## src/rtl/wb_arbiter.sv

```systemverilog
// Write-back arbiter: shares the register file write port between the execute
// unit (port 0) and the load/store unit (port 1), with a starvation bound on port 0.
module wb_arbiter #(
   parameter int XLEN     = 32,
   parameter int RS_W     = 5,
   parameter int MAX_WAIT = 4
) (
   input  logic            clk_i,
   input  logic            rst_i,
   input  logic            hold_i,
   input  logic            valid0_i,
   input  logic [RS_W-1:0] rd0_i,
   input  logic [XLEN-1:0] wdata0_i,
   output logic            ready0_o,
   input  logic            valid1_i,
   input  logic [RS_W-1:0] rd1_i,
   input  logic [XLEN-1:0] wdata1_i,
   output logic            ready1_o,
   output logic            wen_o,
   output logic [RS_W-1:0] rd_o,
   output logic [XLEN-1:0] wdata_o,
   output logic [31:0]     conflict_cnt_o
);

   localparam logic [3:0] WAIT_LIM = 4'(MAX_WAIT);

   logic [3:0]      wait_q;
   logic [3:0]      wait_d;
   logic            gnt0;
   logic            gnt1;
   logic            gnt_any;
   logic            conflict;
   logic [RS_W-1:0] sel_rd;
   logic [XLEN-1:0] sel_wdata;
   logic            wen_q;
   logic [RS_W-1:0] rd_q;
   logic [XLEN-1:0] wdata_q;
   logic [31:0]     conflict_q;

   // LSU wins contention until the EXU has been refused WAIT_LIM times in a row.
   always_comb begin
      gnt0 = 1'b0;
      gnt1 = 1'b0;
      if (!rst_i && !hold_i) begin
         if (valid0_i && valid1_i) begin
            if (wait_q >= WAIT_LIM) gnt0 = 1'b1;
            else                    gnt1 = 1'b1;
         end else if (valid0_i) begin
            gnt0 = 1'b1;
         end else if (valid1_i) begin
            gnt1 = 1'b1;
         end
      end
   end

   assign gnt_any   = gnt0 | gnt1;
   assign conflict  = valid0_i & valid1_i & ~hold_i;
   assign sel_rd    = gnt0 ? rd0_i    : rd1_i;
   assign sel_wdata = gnt0 ? wdata0_i : wdata1_i;

   always_comb begin
      wait_d = wait_q;
      if (!hold_i) begin
         if (!valid0_i || gnt0)    wait_d = 4'd0;
         else if (wait_q < WAIT_LIM) wait_d = wait_q + 4'd1;
      end
   end

   always_ff @(posedge clk_i or posedge rst_i) begin
      if (rst_i) begin
         wait_q     <= 4'd0;
         conflict_q <= 32'd0;
      end else begin
         wait_q <= wait_d;
         if (conflict) conflict_q <= conflict_q + 32'd1;
      end
   end

   // x0 writes are accepted but never reach the register file.
   always_ff @(posedge clk_i or posedge rst_i) begin
      if (rst_i) begin
         wen_q   <= 1'b0;
         rd_q    <= '0;
         wdata_q <= '0;
      end else begin
         wen_q <= gnt_any && (sel_rd != '0);
         if (gnt_any) begin
            rd_q    <= sel_rd;
            wdata_q <= sel_wdata;
         end
      end
   end

   assign ready0_o       = gnt0;
   assign ready1_o       = gnt1;
   assign wen_o          = wen_q;
   assign rd_o           = rd_q;
   assign wdata_o        = wdata_q;
   assign conflict_cnt_o = conflict_q;

endmodule

```

## config.mk

```make
export PLATFORM = sky130hd
export DESIGN_NAME = wb_arbiter
export DESIGN_NICKNAME = d
export VERILOG_FILES = /design/src/rtl/wb_arbiter.sv
export SDC_FILE = /design/constraint.sdc
export NUM_CORES = 1
export LEC_CHECK = 0
export ABC_CLOCK_PERIOD_IN_PS = 7430
export CORE_MARGIN = 5
export CORE_UTILIZATION = 45
export CTS_CLUSTER_SIZE = 40
export DETAILED_ROUTE_END_ITERATION = 10
export GPL_TIMING_DRIVEN = 0
export PLACE_DENSITY = 0.85
export SYNTH_ARGS = -nofsm -noshare
export SYNTH_HDL_FRONTEND = slang
export SYNTH_SLANG_ARGS = --single-unit
```

## constraint.sdc

```tcl
create_clock -name clk_i -period 7.43 [get_ports clk_i]
set_clock_uncertainty 0.05 [all_clocks]
set_input_delay 1.486 -clock clk_i [delete_from_list [all_inputs] [get_ports clk_i]]
set_output_delay 1.486 -clock clk_i [all_outputs]
set_load 0.02 [all_outputs]
```

# == Word-level counts from Yosys, hierarchy flattened ==
# Index checks and enable logic that the tools add are counted.
# totals
ff_bits,74
in_bits,79
word_cells,36
# op_classes
addsub,2
magnitude_cmp,2
muxes,13
bitwise_logic,4
reduce_logical,10
# ops
op,n
$add 32x1->32 const B,1
$mux 32,1
$mux 1,9
$mux 4,2
$mux 5,1
$reduce_bool 5->1,1
$add 4x1->4 const B,1
$ge 4x3->1 const B,1
$lt 4x3->1 const B,1
$logic_and 1x1->1,3
$logic_not 1->1,3
$and 1x1->1,2
$reduce_and 2->1,1
$reduce_bool 2->1,1
$logic_or 1x1->1,1
$not 1->1,1
$or 1x1->1,1

# == Depth between registers and ports, before layout ==
# Gate-level depths: netlist (run 1).
# logic_depth
depth_word,7
depth_mapped,6
depth_no_buf,5

# == Least setup slack after synthesis (run 1) ==
# No wires, ideal clock.
# synth_timing
path_kind,in2out
from,input valid0_i
to,output ready1_o
arrival_time_ns,2.470
slack_ns,3.424
cell_stages,4
n_path_buf,2
cell_sequence,buf_4 o21a_1 nor4_2 clkbuf_1
# synth_between
elab_chain_len,3
# synth_lines
item,line,rtl
start: declaration,11,"input logic valid0_i,"
$mux 1 / $logic_and 1x1->1 (equally long branches),"48, 45",
$mux 1 (*),45,if (valid0_i && valid1_i) begin
$mux 1 (*),44,if (!rst_i && !hold_i) begin
end: declaration,18,"output logic ready1_o,"
# Mark *: on every way between the ends. The rest lies on a longest branch, timed or not.

# == Worst setup path after layout (run 1) ==
# layout_timing
from,input valid1_i
to,output ready1_o
# layout_between
elab_chain_len,4
# layout_lines
item,line,rtl
start: declaration,15,"input logic valid1_i,"
$mux 1,50,end else if (valid1_i) begin
$mux 1,48,end else if (valid0_i) begin
$mux 1 (*),45,
$mux 1 (*),44,
# Marked as above.

==> summary.md, run 1 <==
| Metric | Value |
|---|---|
| Ordered cell list for the critical path | clkdlybuf4s50_1 > inv_2 > nor4_2 > clkbuf_1 > clkdlybuf4s50_1 |
| Fin crit share | 0.719 |
| Gpl congestion | ~0.83 |
| Post-route ant nets | 0 |
| Fill cells | roughly 550 |
| Setup tns final | 0 ns |
| Row cnt | 31 |
| Layout Area Growth over Synthesis | 55.7% |
| Initial core utilization | 0.457 |
| Vias post-DR | a little under 3000 |
| Post-synthesis sequential area ratio | 0.568 |
| Switch share | 0.315 |
| XOR/XNOR share of the synthesized area | 0.0832 |
| Metal-1 WL | between 3 and 4 mm |
| Clk slew on worst S/H paths | about 0.08 ns |
| Layout Nets | approximately 520 |
| VDD IR max | between 0.1 and 0.15 mV |
| Diode count | 0 |
| Final setup viols | 0 |
| Slew HR | 0.598 |
| Drt pass-1 iters | 6 |
| CP max stage delay | approximately 0.70 ns |
| Main combinational cell family by area after synthesis | compound AO/OA/AOI/OAI gates |
| Largest net degree at the start of global routing | 39 |
| Area occupied by multi-input gates | roughly 1200 um^2 |
| Logic pwr share | 0.282 |
| H-tree depth | 3 |
| Clock share of power | 0.262 |
| Total Routing Usage GR | 0.218 |
| Synthesized area per cell | between 10 and 15 um^2 |
| Post-CTS Hold Buffers | 0 |
| Setup crit start | valid1_i |
| Most common cell on crit path | clkdlybuf4s50_1 |
| Status | finished, final reports clean |
| Synth Area in Compound Gates | 0.126 |
| Fin. max-slew vios | 0 |
| DRT iter0 DRCs | 205 |
| CTS tree | done |
| Arrival time worst endpoint | ~3.8 ns |
| FF-to-FF path depth | 5 |
| Clock Tree Buf Depth | 2 |
| Dpl hpwl | between 7 and 8 mm |
| WL final | 9.39 mm |
| Initial antenna violation count | 0 |
| Full die area | between 9000 and 10000 um^2 |
| Worst Path Class, Setup | input port to output port |
| Critical path fanouts, max | 10 |
| Cts bufs inserted | 9 |
| Minimum clock period | 5.34 ns |
| P_sw | 344 uW |
| Ys async rst share | 1.00 |
| Share of cells above drive strength 1 | 0.0694 |
| PwrDens | about 220 nW/um^2 |
| Yosys reg bits | 74 |
| Synthesized-area fraction occupied by and/or/nand/nor cells | 0.123 |
| Adder-Cell Fraction of Synth Area | 0.00767 |
| Worst setup EP type | output port |
| Die Ht | 95.1 um |
| End point of the critical path | ready1_o |
| Worst hold path class | register to register |
| Max frequency | 0.187 GHz |
| Detail Route met3 WL | approximately 590 um |
| Cell variety after synth | 37 |
| Leak pwr | 0.00229 uW |
| Sequential Area | approximately 1900 um^2 |
| Cells after Synth | approximately 280 |
| Die width | 95.1 um |
| Pint | around 750 uW |
| Worst skew pair latency | about 0.34 ns |
| Post-synth EDFFs | 0 |
| Clock Sinks | between 70 and 80 |
| # Max-Cap Violations | 0 |
| Flop2flop setup slack | approximately 5.5 ns |
| Port bufs | between 100 and 150 |
| Post-Syn Area | ~3300 um^2 |
| Top_reg_cell synth | dfrtp_1 |
| I/O pin cnt | about 150 |
| Slowest CP cell | clkdlybuf4s50_1 |
| Core Util, Final | 0.711 |
| WL met2 | 4.83 mm |
| Detailed-route vias per instance | roughly 5.3 |
| Avg WL per Cell | between 15 and 20 um |
| Root Driver | clkbuf_8 |
| First-pass GRT wire length | ~15 mm |
| Mapped Nets | about 360 |
| RSZ-0062 raised after global routing | false |
| DR DRC count | 0 |
| Overflow after GRT | 0 |
| Synth warn | 0 |
| Data required, critical path | between 5 and 6 ns |
| Final hold vios | 0 |
| Post-synthesis mux area share | 0.0219 |
| Sequential share of power | 0.456 |
| Worst setup SP type | input port |
| Post-cts gate resize count | 0 |
| Core area | 7140 um^2 |
| RR Endpoint | wdata_o[2] |
| Number of global-route vias before repair | about 3000 |
| Worst R2R Start | wait_q[2] |
| Slew of the pin with the lowest slew margin | 0.599 ns |
| Post-CTS Setup Repair Bufs | 0 |
| Highest Signal Layer | met4 |
critical path, delay by kind of cell:
family,cells,cell delay (ns)
and+or+nand+nor,1,0.52
buffers and inverters,4,1.79
metrics by stage:
stage               cell area, um^2  hold slack (ns)  power, uW  std cells  setup WS [ns]
finish                         5080            0.437       1090        546           2.09
CTS                            5080            0.444       1100        546           2.03
global placement               4880            0.412        803        529           2.02
floorplan                      3260            0.427        638        281           3.42
global route                   5080            0.460       1150        546           1.87
detailed placement             4900            0.429        816        530           2.05
how the worst min path moves through the flow:
stage	startpoint	to	slack [ns]	cells past startpoint
finish	rd_o[0]	rd_o[0]	0.44	2
global route	rd_o[0]	rd_o[0]	0.46	2
CTS	rd_o[3]	rd_o[3]	0.44	2
detailed placement	rd_o[1]	rd_o[1]	0.43	2
global placement	conflict_cnt_o[31]	conflict_cnt_o[31]	0.41	1
floorplan	wait_q[0]	wait_q[0]	0.43	1
cells in the final DEF, fill, tap and decap left out, types with 2 or more instances in the layout:
master / Yosys / routed
inv_1: 37 / 36
and3_1: 6 / 6
xnor2_1: 23 / 23
a21oi_1: 4 / 4
dfrtp_1: 74 / 74
nand4b_1: 2 / 2
nand3_1: 12 / 12
clkinv_2: 0 / 3
ha_1: 2 / 2
nor2_1: 8 / 8
nand4_1: 13 / 13
or4_1: 2 / 2
nor4_2: 2 / 2
clkbuf_8: 0 / 10
nand3b_1: 2 / 2
clkdlybuf4s50_1: 0 / 149
o21ai_0: 5 / 5
xor2_1: 8 / 8
clkbuf_1: 7 / 7
mux2i_1: 6 / 6
nor3_1: 3 / 3
a222oi_1: 32 / 32
buf_2: 2 / 2
buf_6: 4 / 4
nand2_1: 12 / 12
layer usage:
layer,track usage,vias up
li1,-,1352
met1,0.259,1429
met2,0.371,111
met3,0.0584,19
met4,0.0950,0
met5,0,-
area by class of cell:
| cell class | instances | area share |
|---|---|---|
| sequential | 74 | 0.365 |
| timing repair buffer | 150 | 0.298 |
| multi-input combinational | 155 | 0.232 |
| inverter | 38 | 0.0286 |
| clock buffer | 10 | 0.0271 |
| tap | 99 | 0.0244 |
| buffer | 14 | 0.0175 |
| clock inverter | 6 | 0.00789 |
cell families after synthesis:
logic type,Yosys count
buffers and inverters,52
AO/OA/AOI/OAI,47
flip-flops,74
multiplexers,7
AND/OR/NAND/NOR,68
XOR/XNOR,31
adder cells (fa/ha/maj),2
state kept, by name, summed over array words and instances (netlist names):
register,count
rd_o,5
wen_o,1
wdata_o,32
wait_q,4
conflict_cnt_o,32
cell usage after synthesis (2+ instances only):
| cell | instances | area share |
|---|---|---|
| inv_1 | 37 | 0.043 |
| nand3_1 | 12 | 0.018 |
| nor3_1 | 3 | 0.0046 |
| mux2i_1 | 6 | 0.018 |
| nor2_1 | 8 | 0.0092 |
| buf_2 | 2 | 0.0031 |
| buf_6 | 4 | 0.014 |
| nand4b_1 | 2 | 0.0054 |
| a21oi_1 | 4 | 0.0061 |
| xor2_1 | 8 | 0.021 |
| o21ai_0 | 5 | 0.0077 |
| a222oi_1 | 32 | 0.098 |
| nand2_1 | 12 | 0.014 |
| ha_1 | 2 | 0.0077 |
| nor4_2 | 2 | 0.0077 |
| dfrtp_1 | 74 | 0.57 |
| nand4_1 | 13 | 0.025 |
| or4_1 | 2 | 0.0046 |
| nand3b_1 | 2 | 0.0046 |
| and3_1 | 6 | 0.012 |
| xnor2_1 | 23 | 0.062 |
| clkbuf_1 | 7 | 0.0081 |
power groups by stage:
stage / logic [uW] / registers, uW / clock network [uW]
finish: 307 / 498 / 286
global route: 328 / 507 / 311
CTS: 311 / 498 / 290
detailed placement: 310 / 505 / 0
global placement: 301 / 502 / 0
floorplan: 76.4 / 561 / 0
(Power assumes the default switching activity.)
==> run 2, diff against run 1 <==
==> config.mk (replaced) <==
export PLATFORM = sky130hd
export DESIGN_NAME = wb_arbiter
export DESIGN_NICKNAME = d
export VERILOG_FILES = /design/src/rtl/wb_arbiter.sv
export SDC_FILE = /design/constraint.sdc
export NUM_CORES = 1
export LEC_CHECK = 0
export ABC_CLOCK_PERIOD_IN_PS = 5100
export CORE_MARGIN = 5
export CORE_UTILIZATION = 41
export CTS_CLUSTER_SIZE = 40
export DETAILED_ROUTE_END_ITERATION = 10
export GPL_TIMING_DRIVEN = 0
export PLACE_DENSITY = 0.79
export SYNTH_ARGS = -nofsm -noshare
export SYNTH_HDL_FRONTEND = slang
export SYNTH_SLANG_ARGS = --single-unit
==> constraint.sdc (replaced) <==
create_clock -name clk_i -period 5.1 [get_ports clk_i]
set_clock_uncertainty 0.05 [all_clocks]
set_input_delay 1.02 -clock clk_i [delete_from_list [all_inputs] [get_ports clk_i]]
set_output_delay 1.02 -clock clk_i [all_outputs]
set_load 0.02 [all_outputs]
==> run 2 against run 1 <==
Worst setup slack got worse by 1.5 ns. Via count increased by 0.17%. Sequential cell count unchanged. Count of clock-buffer cells in the layout decreased by 1. Global-route usage decreased by 2.5 points. Critical endpoint unchanged. Combinational power increased by 46%. Routed wire length unchanged. Highest routed layer unchanged. Clock power increased by 50%. Power increased by 47%. Sequential power increased by 46%. Largest power group unchanged. First-iteration DRC count decreased by 14%. Critical path depth unchanged.
==> summary.md, run 2 (synthesis results as in run 1) <==
| Metric | Value |
|---|---|
| DRT iter0 DRCs | 177 (-14%) |
| I/O pin cnt | 151 (unchanged) |
| Worst setup EP type | output port |
| Area occupied by multi-input gates | 1180 um^2 (unchanged) |
| Port bufs | 149 (unchanged) |
| Cts bufs inserted | 9 (unchanged) |
| Full die area | 9840 um^2 (+8.7%) |
| DR DRC count | 0 (unchanged) |
| Post-cts gate resize count | 0 (unchanged) |
| Worst R2R Start | wait_q[2] |
| Clock Tree Buf Depth | 2 (unchanged) |
| Setup tns final | 0 ns (unchanged) |
| Critical path fanouts, max | 10 (unchanged) |
| Post-Layout Cell Count | 549 (+0.55%) |
| Max frequency | between 0.2 and 0.25 GHz |
| Dpl hpwl | 7.24 mm (-1.7%) |
| Final hold vios | 0 (unchanged) |
| H-tree depth | 3 (unchanged) |
| PwrDens | 315 nW/um^2 (+46%) |
| Fin. max-slew vios | 0 (unchanged) |
| WHS | 0.439 ns (+0.00227 ns) |
| Final setup viols | 0 (unchanged) |
| Diode count | 0 (unchanged) |
| Worst setup SP type | input port |
| Slew HR | 0.543 (-0.0543) |
| Post-CTS Hold Buffers | 0 (unchanged) |
| Avg WL per Cell | 17.1 um (-0.55%) |
| WL final | 9.39 mm (unchanged) |
| Number of global-route vias before repair | 3112 (+2.1%) |
| Fin crit share | 0.880 |
| Clock Sinks | 74 (unchanged) |
| Root Driver | clkbuf_8 |
| Post-CTS Setup Repair Bufs | 0 (unchanged) |
| CTS tree | done |
| Leak pwr | 0.00229 uW (-0.18%) |
| Core area | 7730 um^2 (+8.3%) |
| Overflow after GRT | 0 (unchanged) |
| RSZ-0062 raised after global routing | false |
| Worst Path Class, Setup | input port to output port |
| Commonest non-fill, non-tap cell in the layout | clkdlybuf4s50_1 |
| Die Ht | 99.2 um (+4.3%) |
| Post-route ant nets | 0 (unchanged) |
| Detailed-route vias per instance | 5.31 (-0.38%) |
| RR Endpoint | wdata_o[2] |
| Worst skew pair latency | 0.34 ns (about the same) |
| # Max-Cap Violations | 0 (unchanged) |
| Commonest cells after routing, fill and taps aside | clkdlybuf4s50_1 (149), dfrtp_1 (74), inv_1 (36), a222oi_1 (32), xnor2_1 (23) |
| Layout Nets | 523 (unchanged) |
| Largest net degree at the start of global routing | 41 (+5.1%) |
| Row cnt | 32 (+3.2%) |
| Fill cells | 587 (+7.5%) |
| VDD IR max | 0.167 mV (+15%) |
| Initial antenna violation count | 0 (unchanged) |
| Slew of the pin with the lowest slew margin | 0.679 ns (+0.0807 ns) |
| Drt pass-1 iters | 8 (+2) |
| Worst hold path class | register to register |
| Flop2flop setup slack | 3.09 ns (-2.37 ns) |
| Post-Place Cells | 533 (+0.57%) |
| Die width | 99.2 um (+4.3%) |
| Hold path cells | 2 (unchanged) |
| Total Routing Usage GR | 0.193 (-0.0249) |
| Arrival time worst endpoint | 3.42 ns (-0.38 ns) |
| Hold endpoint | rd_o[0] |
| Share of cells above drive strength 1 | 0.0694 (unchanged) |
| Status | finished, final reports clean |
| Vias post-DR | 2916 (+0.17%) |
| FF-to-FF path depth | 5 (unchanged) |
| Minimum clock period | ~4.5 ns |
| Layout Area Growth over Synthesis | 56.0% |
| Min-Delay Startpoint | rd_o[0] |
| Core Util, Final | 0.659 (-0.0529) |
| Initial core utilization | 0.422 (-0.0349) |
| Data required, critical path | 4.03 ns (-1.86 ns) |
| Gpl congestion | 0.818 (-1.1%) |
| First-pass GRT wire length | 15.3 mm (+1.5%) |
| Clk slew on worst S/H paths | 0.08 ns (about the same) |
| Sequential Area | 1850 um^2 (unchanged) |
run 2: changes by cell type in the layout (fill, tap and decap cells not counted):
cell        previous run  this run
clkinv_2               3         0
clkbuf_8              10         9
clkinv_4               1         2
clkinvlp_4             1         2
inv_6                  1         2
inv_8                  0         1
run 2: where the power goes:
part           switching, uW  internal (uW)
Combinational            212            237
Clock                    243            185
Sequential              64.1            662
Total                    519           1080
run 2: area by class of cell:
class,instances,share of cell area
Sequential cell,74,0.364
Timing Repair Buffer,150,0.297
Multi-Input combinational cell,155,0.232
Inverter,38,0.0285
Tap cell,102,0.0251
Clock buffer,9,0.0243
Buffer,14,0.0175
Clock inverter,7,0.0120
run 2: per-stage QoR:
step                      setup slack, ns  area, um^2  total power (uW)
final                               0.611        5090              1600
after detailed placement            0.569        4900              1190
after global placement              0.590        4880              1170
after global routing                0.467        5090              1690
after CTS                           0.556        5090              1620
after floorplan                      2.03        3260               929
run 2: worst max-delay path by stage:
stage,startpoint,endpoint
final,valid1_i,ready1_o
after detailed placement,valid1_i,ready1_o
after global placement,valid1_i,ready1_o
after floorplan,valid0_i,ready1_o
after global routing,valid1_i,ready1_o
after CTS,valid1_i,ready1_o
run 2: routing by layer:
| metal | global-route usage | share of wire | up-vias |
|---|---|---|---|
| met5 | 0 | 0 | - |
| met2 | 0.340 | 0.51 | 106 |
| li1 | - | - | 1364 |
| met4 | 0.0546 | 0.013 | 0 |
| met1 | 0.224 | 0.40 | 1436 |
| met3 | 0.0652 | 0.076 | 10 |
run 2: worst max-delay path, cell delays in order:
cell	delay, ns
clkdlybuf4s50_1	0.59
inv_2	0.07
nor4_2	0.58
clkbuf_1	0.45
clkdlybuf4s50_1	0.70
